<file path="src/rtl/alu_share_ctrl.sv">
// Round-robin sequencer that shares one combinational ALU between two requesters.
// Operands are latched and held for the op's execution time; results return on per-requester channels.
module alu_share_ctrl #(
  parameter int unsigned MUL_LAT = 3
) (
  input  logic        clk,
  input  logic        rst,
  input  logic        req0_valid,
  output logic        req0_ready,
  input  logic [31:0] req0_a,
  input  logic [31:0] req0_b,
  input  logic [3:0]  req0_op,
  input  logic [7:0]  req0_shamt,
  input  logic        req1_valid,
  output logic        req1_ready,
  input  logic [31:0] req1_a,
  input  logic [31:0] req1_b,
  input  logic [3:0]  req1_op,
  input  logic [7:0]  req1_shamt,
  output logic        rsp0_valid,
  input  logic        rsp0_ready,
  output logic [31:0] rsp0_hi,
  output logic [31:0] rsp0_lo,
  output logic        rsp0_zero,
  output logic        rsp1_valid,
  input  logic        rsp1_ready,
  output logic [31:0] rsp1_hi,
  output logic [31:0] rsp1_lo,
  output logic        rsp1_zero,
  output logic [31:0] alu_a,
  output logic [31:0] alu_b,
  output logic [3:0]  alu_op,
  output logic [7:0]  alu_shamt,
  input  logic [31:0] alu_hi,
  input  logic [31:0] alu_lo,
  input  logic        alu_zero,
  output logic        busy
);

  typedef enum logic [1:0] {StIdle, StExec, StResp} state_e;

  localparam logic [3:0] MulCnt = 4'(MUL_LAT - 1);

  state_e      state_q, state_d;
  logic        ptr_q, ptr_d;
  logic        owner_q, owner_d;
  logic [31:0] a_q, a_d, b_q, b_d;
  logic [3:0]  op_q, op_d;
  logic [7:0]  shamt_q, shamt_d;
  logic [3:0]  cnt_q, cnt_d;
  logic [31:0] hi_q, hi_d, lo_q, lo_d;
  logic        zero_q, zero_d;

  logic        gnt;
  logic        accept;
  logic [31:0] sel_a, sel_b;
  logic [3:0]  sel_op;
  logic [7:0]  sel_shamt;
  logic        sel_mul;
  logic        rsp_take;

  // ptr_q names the requester that wins when both are valid.
  always_comb begin
    if (req0_valid && req1_valid) gnt = ptr_q;
    else                          gnt = req1_valid;
  end

  assign accept     = (state_q == StIdle) && (req0_valid || req1_valid) && !rst;
  assign req0_ready = accept && !gnt;
  assign req1_ready = accept && gnt;

  assign sel_a     = gnt ? req1_a     : req0_a;
  assign sel_b     = gnt ? req1_b     : req0_b;
  assign sel_op    = gnt ? req1_op    : req0_op;
  assign sel_shamt = gnt ? req1_shamt : req0_shamt;
  assign sel_mul   = (sel_op == 4'b0110) || (sel_op == 4'b0111);

  assign rsp_take  = owner_q ? rsp1_ready : rsp0_ready;

  always_comb begin
    state_d = state_q;
    ptr_d   = ptr_q;
    owner_d = owner_q;
    a_d     = a_q;
    b_d     = b_q;
    op_d    = op_q;
    shamt_d = shamt_q;
    cnt_d   = cnt_q;
    hi_d    = hi_q;
    lo_d    = lo_q;
    zero_d  = zero_q;
    unique case (state_q)
      StIdle: begin
        if (accept) begin
          owner_d = gnt;
          a_d     = sel_a;
          b_d     = sel_b;
          op_d    = sel_op;
          shamt_d = sel_shamt;
          cnt_d   = sel_mul ? MulCnt : 4'd0;
          state_d = StExec;
        end
      end
      StExec: begin
        if (cnt_q != 4'd0) begin
          cnt_d = cnt_q - 4'd1;
        end else begin
          hi_d    = alu_hi;
          lo_d    = alu_lo;
          zero_d  = alu_zero;
          state_d = StResp;
        end
      end
      StResp: begin
        if (rsp_take) begin
          ptr_d   = ~owner_q;
          state_d = StIdle;
        end
      end
      default: state_d = StIdle;
    endcase
  end

  always_ff @(posedge clk or posedge rst) begin
    if (rst) begin
      state_q <= StIdle;
      ptr_q   <= 1'b0;
      owner_q <= 1'b0;
      a_q     <= '0;
      b_q     <= '0;
      op_q    <= '0;
      shamt_q <= '0;
      cnt_q   <= '0;
      hi_q    <= '0;
      lo_q    <= '0;
      zero_q  <= 1'b0;
    end else begin
      state_q <= state_d;
      ptr_q   <= ptr_d;
      owner_q <= owner_d;
      a_q     <= a_d;
      b_q     <= b_d;
      op_q    <= op_d;
      shamt_q <= shamt_d;
      cnt_q   <= cnt_d;
      hi_q    <= hi_d;
      lo_q    <= lo_d;
      zero_q  <= zero_d;
    end
  end

  // The ALU only ever sees latched operands, so requesters may change freely after accept.
  assign alu_a     = a_q;
  assign alu_b     = b_q;
  assign alu_op    = op_q;
  assign alu_shamt = shamt_q;

  assign rsp0_valid = (state_q == StResp) && !owner_q;
  assign rsp1_valid = (state_q == StResp) && owner_q;
  assign rsp0_hi    = hi_q;
  assign rsp0_lo    = lo_q;
  assign rsp0_zero  = zero_q;
  assign rsp1_hi    = hi_q;
  assign rsp1_lo    = lo_q;
  assign rsp1_zero  = zero_q;

  assign busy = (state_q != StIdle);

endmodule
</file>
<file path="config.mk">
export PLATFORM = sky130hd
export DESIGN_NAME = alu_share_ctrl
export DESIGN_NICKNAME = d
export VERILOG_FILES = /design/src/rtl/alu_share_ctrl.sv
export SDC_FILE = /design/constraint.sdc
export NUM_CORES = 1
export LEC_CHECK = 0
export CAP_MARGIN = 30
export CORE_AREA = 2 2 169 171
export CTS_BUF_LIST = sky130_fd_sc_hd__clkbuf_16
export DETAILED_ROUTE_END_ITERATION = 7
export DIE_AREA = 0 0 171 173
export GPL_TIMING_DRIVEN = 0
export PLACE_DENSITY = 0.56
export SLEW_MARGIN = 10
export SYNTH_ARGS = -nofsm -noshare
export SYNTH_HDL_FRONTEND = slang
export SYNTH_SLANG_ARGS = --single-unit
</file>
<file path="constraint.sdc">
create_clock -name clk -period 5.8 [get_ports clk]
set_input_delay 1.45 -clock clk [delete_from_list [all_inputs] [get_ports clk]]
set_output_delay 1.45 -clock clk [all_outputs]
set_load 0.01 [all_outputs]
</file>
# Word-level counts from Yosys, hierarchy flattened

Index checks and enable logic that the tools add are counted.

Input bits: 223
Flip-flop bits (word level): 149

Mux-type cells: 14
$add $sub $neg: 1
Bitwise logic cells: 2
Equality and inequality tests: 8
Reductions and logical operators: 21

Operators with widths:

| cell                | count |
|---|---|
| $mux 32             | 2 |
| $mux 4              | 3 |
| $eq 4x3->1 const B  | 2 |
| $mux 2              | 4 |
| $mux 8              | 1 |
| $ne 2x2->1 const B  | 4 |
| $pmux 4 s2          | 1 |
| $logic_and 1x1->1   | 7 |
| $pmux 2 s3          | 1 |
| $reduce_and 2->1    | 3 |
| $reduce_and 3->1    | 2 |
| $reduce_bool 2->1   | 2 |
| $reduce_bool 4->1   | 1 |
| $sub 4x1->4 const B | 1 |
| $logic_not 1->1     | 3 |
| $eq 2x1->1 const B  | 1 |
| $eq 2x2->1 const B  | 1 |
| $logic_not 2->1     | 1 |
| $logic_or 1x1->1    | 2 |
| $mux 1              | 2 |
| $not 1->1           | 2 |

# Logic depth before layout (Yosys ltp)

Gate-level depths: netlist of run 1.

Depth in word-level cells: 8
Gate-level depth with buffers: 7

# Worst setup path after synthesis of run 1

OpenSTA, ideal clock, no wires.

Path type: input to output
Start: input req1_valid
End: output req0_ready
Data arrival time: 2.395 ns
Required time: 4.350 ns
Stages: 6
Path slack: 1.955 ns
Cell sequence: nor2_1 or3_4 buf_6 buf_6 buf_6 a21oi_2

Word-level cells in the longest chain between the ends: 4

RTL lines:

| what                                                         | line   | text |
|---|---|---|
| from (decl)                                                  | 14     | `input logic req1_valid,` |
| $logic_and 1x1->1 / $logic_or 1x1->1 (equally long branches) | 64, 68 |  |
| $mux 1 / $logic_and 1x1->1 (equally long branches)           | 64, 68 |  |
| $logic_not 1->1 / $logic_and 1x1->1 (equally long branches)  | 69, 68 |  |
| $logic_and 1x1->1 (*)                                        | 69     | `assign req0_ready = accept && !gnt;` |
| to (decl)                                                    | 9      | `output logic req0_ready,` |

Every way passes the cells marked *; elsewhere a longest branch is shown, timed or not.

# Worst setup path after layout of run 1

Same ends and word-level chain as after synthesis.

==> metrics.cfg, run 1 <==
[status]
status=complete, no violations

[routing]
routed_wl_mm=25.1
routed_via_density=4.14
wire_per_inst_um=17.6
drt_iter0_drc=221
post-route-drc-count=0
firstDrtPassIters=4
vias=5905
ant_nets=0

[grt]
grt-busiest-layer=met2
grt_use_met1=0.183
grt_pass1_wl_mm=37.1
grtUsageTotal=0.167
grt_max_degree=101
grt_pass1_vias=6059
use_met2=0.299
grt_util_met3=0.0664
globalRouteOverflowTotal=0
antenna_found_initial=0

[setup_path]
timing.rr.end=alu_shamt[1]
worstReg2RegStart=ptr_q
startpoint=req1_valid
worstPathMaxFanout=10
criticalPathCategory=in -> out
cpMostUsedCell=buf_6
cp-end-kind=output pin
cp.arrival_ns=3.72
cp_slowest_cell=clkdlybuf4s50_1
critical-path-max-stage-delay_ns=0.58
crit_chain=clkdlybuf4s50_1 > nor2_1 > or3_4 > buf_6 > buf_6 > buf_6 > a21oi_2 > clkdlybuf4s50_1
r2r_slack_ns=3.72
worst_ep_required_time_ns=4.35
crit_end=req0_ready
r2r_cells=6
worst_setup_path_start_kind=primary input

[timing]
finalSetupTns_ns=0
holdWs_ns=0.477
worst_pin_slew_ns=0.556
min_period_ns=5.17
rsz0062_at_grt=no
finalHoldViolCount=0
final.setup.worst_slack_ns=0.625
period_share=0.892
setup-violations-final=0
clock.fmax_mhz=193
fin_skew_ns=0.0108
max_slew_margin=0.629
drv_slew=0

[pwr]
total_leakage_power_nw=5.34
power_mw=6.48
ir_drop_v=0.000203
power_density_mw_per_mm2=527

[layout]
multi_input_area_mm2=0.00243
syn_to_final_growth_pct=79.1
final_layout_size_suffix_gt1_frac=0.186
nNetsFinal=1260
post-route-util=0.444
fillers=2708
antennaDiodeCount=0
seq_area_mm2=0.00373

[yosys]
async_reset_ff_frac=1.00
synth_top_family_by_area=multiplexers
synth-simple-area-share=0.0639
synth-seq-cells=149
synthCells=583
synthMuxAreaShare=0.222
yosys_most_used_dff=dfrtp_1
synth.avg_cell_area_um2=11.8
synth_cell_types=34
synthesis.area_mm2=0.00686
yosysMostFrequentCell=dfrtp_1
synth_edf_count=0
yosys.area.top_type=dfrtp_1
synth_xor_area_frac=0.00128
yosysSeqAreaShare=0.544
synth_fp_nets=807
yosys_warnings=0
netlist_top_cells_count=dfrtp_1 (149), nand2_1 (84), mux2i_1 (78)
ys_top_cells_by_area=dfrtp_1 (54%), mux2i_1 (11%), mux2_2 (11%)
synthAdderAreaFrac=0.00182
synth_top_cell_area_share=0.544
synth_compound_area_frac=0.0650

[cts]
clk_latency_ns=0.42
holdBufCountCts=0
htreeDepth=4
clock_path_buffers=2
cts_inserted_buffers=17
clkTransAtPathRegs_ns=0.07
clockRootBuffer=clkbuf_16
cts_resized=0
cts_setup_buffers=0
cts.sinks=149
cts_tree=done

[die]
fp.dieArea_mm2=0.0296
start_util=0.248
fp.dieW_um=171
dieHeight_um=173
core.rowCount=61
ios=434
core_area_mm2=0.0276

[hold_path]
min_path_type=reg -> reg
worstHoldStart=alu_a[13]

[placement]
portBuffers=433
place_congestion=0.758
hpwlAfterDp_mm=20.0
pre_cts_slack_ns=0.633

[run]
cap_viol_max_count=0

-- area by class of cell --
cell class                 count  share of cell area
multi-input combinational    334               0.198
clock buffer                  17              0.0346
buffer                        97              0.0561
timing repair buffer         434               0.355
sequential                   149               0.304
tap                          378              0.0385
inverter                       3             0.00153
clock inverter                15              0.0125
-- worst max-delay path: cells and delay by family --
kind	cells	cell delay [ns]
simple gates	2	0.50
compound gates	1	0.13
buf+inv	5	1.63
-- flip-flops by register name (all words and copies together) (netlist names) --
name and count:
alu_a 32, alu_b 32, rsp0_hi 32, rsp0_lo 32
alu_shamt 8, alu_op 4, cnt_q 4, state_q 2
owner_q 1, ptr_q 1, rsp0_zero 1
-- layout by cell type, fill, tap and decap left out, drive strengths merged, types with 2 or more instances in the layout --
cell type | Yosys | layout
clkdlybuf4s50 | 0 | 433
dfrtp | 149 | 149
nand2b | 3 | 3
clkbuf | 7 | 24
o21ai | 80 | 80
clkinv | 0 | 4
mux2i | 78 | 78
or3 | 2 | 2
bufinv | 0 | 2
nor2 | 4 | 4
clkinvlp | 0 | 4
mux2 | 66 | 66
inv | 3 | 8
buf | 90 | 91
nand2 | 84 | 84
a21oi | 3 | 3
-- where the power goes --
group	total [mW]	leakage (nW)	switching, mW	internal [mW]
Clock	1.11	0.273	0.476	0.636
Sequential	1.91	1.80	0.352	1.56
Combinational	3.45	3.27	1.34	2.11
-- logic make-up (layout without fill, tap and decap cells) --
kind of cell / Yosys count / in the layout
compound gates: 86 / 86
xor+xnor: 1 / 1
fa+ha+maj: 1 / 1
buf+inv: 100 / 566
flops: 149 / 149
mux: 144 / 144
simple gates: 102 / 102
-- how the worst min path moves through the flow --
stage               slack, ns  cells after the start         to
finish                   0.48                      2  alu_a[13]
global route             0.50                      2  alu_b[21]
CTS                      0.48                      2  alu_a[11]
detailed placement       0.47                      2  alu_a[11]
global placement         0.46                      2  alu_a[22]
floorplan                0.46                      2      ptr_q
-- metal layers --
metal	wire length, µm	vias to the layer above
met5	0	-
met4	337	0
met1	9450	2780
li1	-	2833
met2	12800	270
met3	2590	22
-- per-stage QoR --
stage / area (µm²) / std cells
floorplan: 6860 / 583
global placement: 11700 / 1394
detailed placement: 11700 / 1395
CTS: 12300 / 1427
global route: 12300 / 1427
finish: 12300 / 1427
(Power assumes the default switching activity.)
==> run 2, diff against run 1 <==
Settings changed: CORE_AREA 2 2 169 171 to default, CORE_MARGIN from default to 2, CORE_UTILIZATION from default to 25, DIE_AREA 0 0 171 173 to default, PLACE_DENSITY 0.56 to 0.57.
==> run 2 against run 1 <==
Final cell count is 2.6% lower. Via count shrank 0.29%. Combinational power hardly changed. Non-clock buffer count unchanged. Critical path type unchanged. Critical endpoint unchanged. Largest cell class unchanged. Largest power group unchanged.
==> metrics.cfg, run 2 (synthesis gave the netlist of run 1 again) <==
[timing]
holdWs_ns=0.479
setup-violations-final=0
clock.fmax_mhz=196
finalSetupTns_ns=0
worst_pin_slew_ns=0.525
period_share=0.878
min_period_ns=5.09
max_slew_margin=0.650
fin_skew_ns=0.0153
final.setup.worst_slack_ns=0.709
rsz0062_at_grt=no
finalHoldViolCount=0
drv_slew=0

[setup_path]
worst_setup_path_start_kind=primary input
criticalPathCategory=in -> out
timing.rr.end=alu_shamt[0]
worstPathMaxFanout=10
cpMostUsedCell=buf_6
cp_slowest_cell=clkdlybuf4s50_1
critical-path-max-stage-delay_ns=0.57
cp_top_family=buffers and inverters
worst_ep_required_time_ns=4.35
crit_chain=clkdlybuf4s50_1 > nor2_1 > or3_4 > buf_6 > buf_6 > buf_6 > a21oi_2 > clkdlybuf4s50_1
cp.arrival_ns=3.64
worstReg2RegStart=ptr_q
cp-end-kind=output pin
crit_buf_inv=5
r2r_cells=6
r2r_slack_ns=3.74

[layout]
post-route-util=0.455
fillers=2619
antennaDiodeCount=0
nNetsFinal=1260
final_cells=1390
mostFrequentLayoutCell=clkdlybuf4s50_1
mostFrequentLayoutCells=clkdlybuf4s50_1 (433), dfrtp_1 (149), nand2_1 (84), mux2i_1 (78)
multi_input_area_mm2=0.00243
fin_area_mm2=0.0123
final_layout_size_suffix_gt1_frac=0.186
syn_to_final_growth_pct=78.8
seq_area_mm2=0.00373

[run]
cap_viol_max_count=0

[die]
ios=434
core_area_mm2=0.0270
fp.dieArea_mm2=0.0288
core.rowCount=60
dieHeight_um=170
fp.dieW_um=170
start_util=0.254

[cts]
htreeDepth=4
clock_path_buffers=2
holdBufCountCts=0
cts.sinks=149
clkTransAtPathRegs_ns=0.06
cts_inserted_buffers=17
cts_resized=0
clockRootBuffer=clkbuf_16
clk_latency_ns=0.43
cts_tree=done
cts_setup_buffers=0

[routing]
drt_iter0_drc=211
routed_wl_mm=25.6
post-route-drc-count=0
routed_via_density=4.24
ant_nets=0
vias=5888
firstDrtPassIters=6
wire_per_inst_um=18.4

[placement]
pre_cts_slack_ns=0.688
placedInstanceArea_mm2=0.0117
hpwlAfterDp_mm=20.3
dp_cells=1358
portBuffers=433
place_congestion=0.755

[hold_path]
min_path_type=reg -> reg
hold_end=alu_b[31]
holdPathStages=2
worstHoldStart=alu_b[31]

[grt]
grtUsageTotal=0.175
grt_pass1_vias=6042
grt_pass1_wl_mm=37.6
grt_max_degree=97
antenna_found_initial=1
globalRouteOverflowTotal=0

[pwr]
power_density_mw_per_mm2=533
power_mw=6.54
total_leakage_power_nw=5.37
ir_drop_v=0.000201

[status]
status=complete, no violations

run 2: routing by layer:
metal	global-route usage	up-vias	routed length (µm)
li1	-	2827	-
met1	0.189	2768	9570
met2	0.317	272	13200
met3	0.0700	19	2590
met4	0.0438	2	298
met5	0	-	13
run 2: tightest hold or removal path, cell delays in order, from the launching register on:
cell and delay [ns]:
dfrtp_1 0.34, nand2_1 0.05, o21ai_0 0.06
run 2: layout make-up:
| class | instances | area share |
|---|---|---|
| Buffer | 97 | 0.0562 |
| Clock buffer | 17 | 0.0347 |
| Clock inverter | 15 | 0.0147 |
| Inverter | 3 | 0.00153 |
| Multi-Input combinational cell | 334 | 0.198 |
| Sequential cell | 149 | 0.304 |
| Tap cell | 341 | 0.0348 |
| Timing Repair Buffer | 434 | 0.356 |
run 2: worst max path at each step:
| stage | slack, ns | endpoint | cells past startpoint | startpoint |
|---|---|---|---|---|
| final | 0.71 | req0_ready | 8 | req1_valid |
| after floorplan | 0.34 | alu_a[0] | 1 | rst |
| after global placement | -2.26 | rsp0_hi[18] | 2 | rst |
| after detailed placement | 0.69 | req0_ready | 8 | req1_valid |
| after global routing | 0.61 | req0_ready | 8 | req1_valid |
| after CTS | 0.69 | req0_ready | 8 | req1_valid |
run 2: power by group:
group          switching, mW  total [mW]  internal, mW
Combinational           1.36        3.47          2.11
Sequential             0.353        1.91          1.56
Clock                  0.478        1.16         0.682
==> run 3, diff against run 2 <==
Clock period 5.8 ns to 4.9 ns, I/O delays scaled along.
==> run 3 against run 2 <==
Clock power up 15%. Worst setup slack worse by 0.51 ns. Register-to-register slack worse by 0.95 ns. Worst hold slack worse by 0.00095 ns. Cell area up 0.20%. Critical endpoint unchanged. Via count up 0.70%. Core utilization up 0.093 points. Sequential cell count unchanged. Clock skew down 0.0058 ns.
==> metrics.cfg, run 3 (synthesis gave the netlist of run 1 again) <==
[setup_path]
cpMostUsedCell=buf_6
cp_slowest_cell=clkdlybuf4s50_1
worstPathMaxFanout=10
worstReg2RegStart=cnt_q[0]
worst_setup_path_start_kind=primary input
crit_chain=clkdlybuf4s50_1 > nor2_1 > or3_4 > buf_6 > buf_6 > buf_6 > a21oi_2 > clkdlybuf4s50_1
worst_ep_required_time_ns=3.67
r2r_slack_ns=2.79
critical-path-max-stage-delay_ns=0.59
startpoint=req1_valid
cp.arrival_ns=3.48
criticalPathCategory=in -> out
cp-end-kind=output pin

[routing]
vias=5929
wire_per_inst_um=17.9
ant_nets=0
drt_iter0_drc=251
routed_wl_mm=25.0
firstDrtPassIters=4
routed_via_density=4.26
post-route-drc-count=0

[placement]
place_congestion=0.718
dp_cells=1361
hpwlAfterDp_mm=20.0
portBuffers=433

[pwr]
p_int_mw=5.10
power_mw=7.67
share_comb_of_total_power=0.532
pwr-share-clk=0.173
sequentialPowerShare=0.295
switching_share=0.335
total_leakage_power_nw=5.37
ir_drop_v=0.000190
power_density_mw_per_mm2=625
p_sw_mw=2.57

[cts]
htreeDepth=4
clk_latency_ns=0.43
cts.sinks=149
cts_resized=0
clkTransAtPathRegs_ns=0.06
cts_inserted_buffers=17
holdBufCountCts=0
cts_tree=done
clock_path_buffers=2
cts_setup_buffers=0
clockRootBuffer=clkbuf_16

[layout]
syn_to_final_growth_pct=79.1
mostFrequentLayoutCell=clkdlybuf4s50_1
final_cells=1393
seq_area_mm2=0.00373
mostFrequentLayoutCells=clkdlybuf4s50_1 (433), dfrtp_1 (149), nand2_1 (84), mux2i_1 (78)
antennaDiodeCount=0
multi_input_area_mm2=0.00243
post-route-util=0.456
final_layout_size_suffix_gt1_frac=0.188
fillers=2584
nNetsFinal=1263

[die]
ios=434
core.rowCount=60
core_area_mm2=0.0270
fp.dieW_um=170
dieHeight_um=170
fp.dieArea_mm2=0.0288
start_util=0.254

[grt]
globalRouteOverflowTotal=0
grtUsageTotal=0.170
grt_pass1_vias=6048
antenna_found_initial=0
grt_max_degree=35
grt_pass1_wl_mm=36.7

[timing]
period_share=0.960
min_period_ns=4.70
holdWs_ns=0.479
rsz0062_at_grt=no
finalHoldViolCount=0
clock.fmax_mhz=213
setup-violations-final=0
drv_slew=0
worst_pin_slew_ns=0.692
fin_skew_ns=0.00947
max_slew_margin=0.538
finalSetupTns_ns=0

[hold_path]
worstHoldStart=alu_op[3]
min_path_type=reg -> reg

[status]
status=complete, no violations

[run]
cap_viol_max_count=0

[run 3: worst max-delay path: cells and delay by family]
kind | cells | cell delay (ns)
simple gates | 2 | 0.50
compound gates | 1 | 0.11
buf+inv | 5 | 1.64
[run 3: routing by layer]
metal | GRT usage | part of all wire | vias to the layer above
met5 | 0 | 0 | -
met4 | 0.0442 | 0.015 | 0
met3 | 0.0576 | 0.086 | 25
met2 | 0.309 | 0.51 | 265
met1 | 0.190 | 0.38 | 2793
li1 | - | - | 2846
[run 3: metrics by stage]
stage,worst slack (ns),area (µm²)
after floorplan,1.50,6860
after global placement,0.207,11600
after detailed placement,0.197,11700
after CTS,0.181,12300
after global routing,0.0990,12300
final,0.196,12300
[run 3: final cells by class]
type / count / area share
buffer: 97 / 0.0561
clock buffer: 17 / 0.0346
clock inverter: 15 / 0.0127
inverter: 3 / 0.00122
multi-input combinational: 334 / 0.198
sequential: 149 / 0.304
tap: 341 / 0.0347
timing repair buffer: 437 / 0.359
[run 3: worst paths after layout]
kind                                    end  depth (start not counted)
worst max-delay path             req0_ready                          8
worst min register to register    alu_op[3]                          2
max in group asynchronous         alu_b[27]                          4
min in group asynchronous          alu_a[6]                          2
worst min-delay path              alu_op[3]                          2
worst max register to register  rsp0_lo[23]                          7
[run 3: power by group through the flow]
| stage | Sequential, mW | Clock, mW | Combinational, mW |
|---|---|---|---|
| 3_5_place_dp | 2.29 | 0 | 4.15 |
| 2_1_floorplan | 2.48 | 0 | 1.56 |
| 3_3_place_gp | 2.27 | 0 | 4.12 |
| 5_1_grt | 2.36 | 1.42 | 4.37 |
| 6_report | 2.27 | 1.33 | 4.08 |
| 4_1_cts | 2.28 | 1.37 | 4.16 |
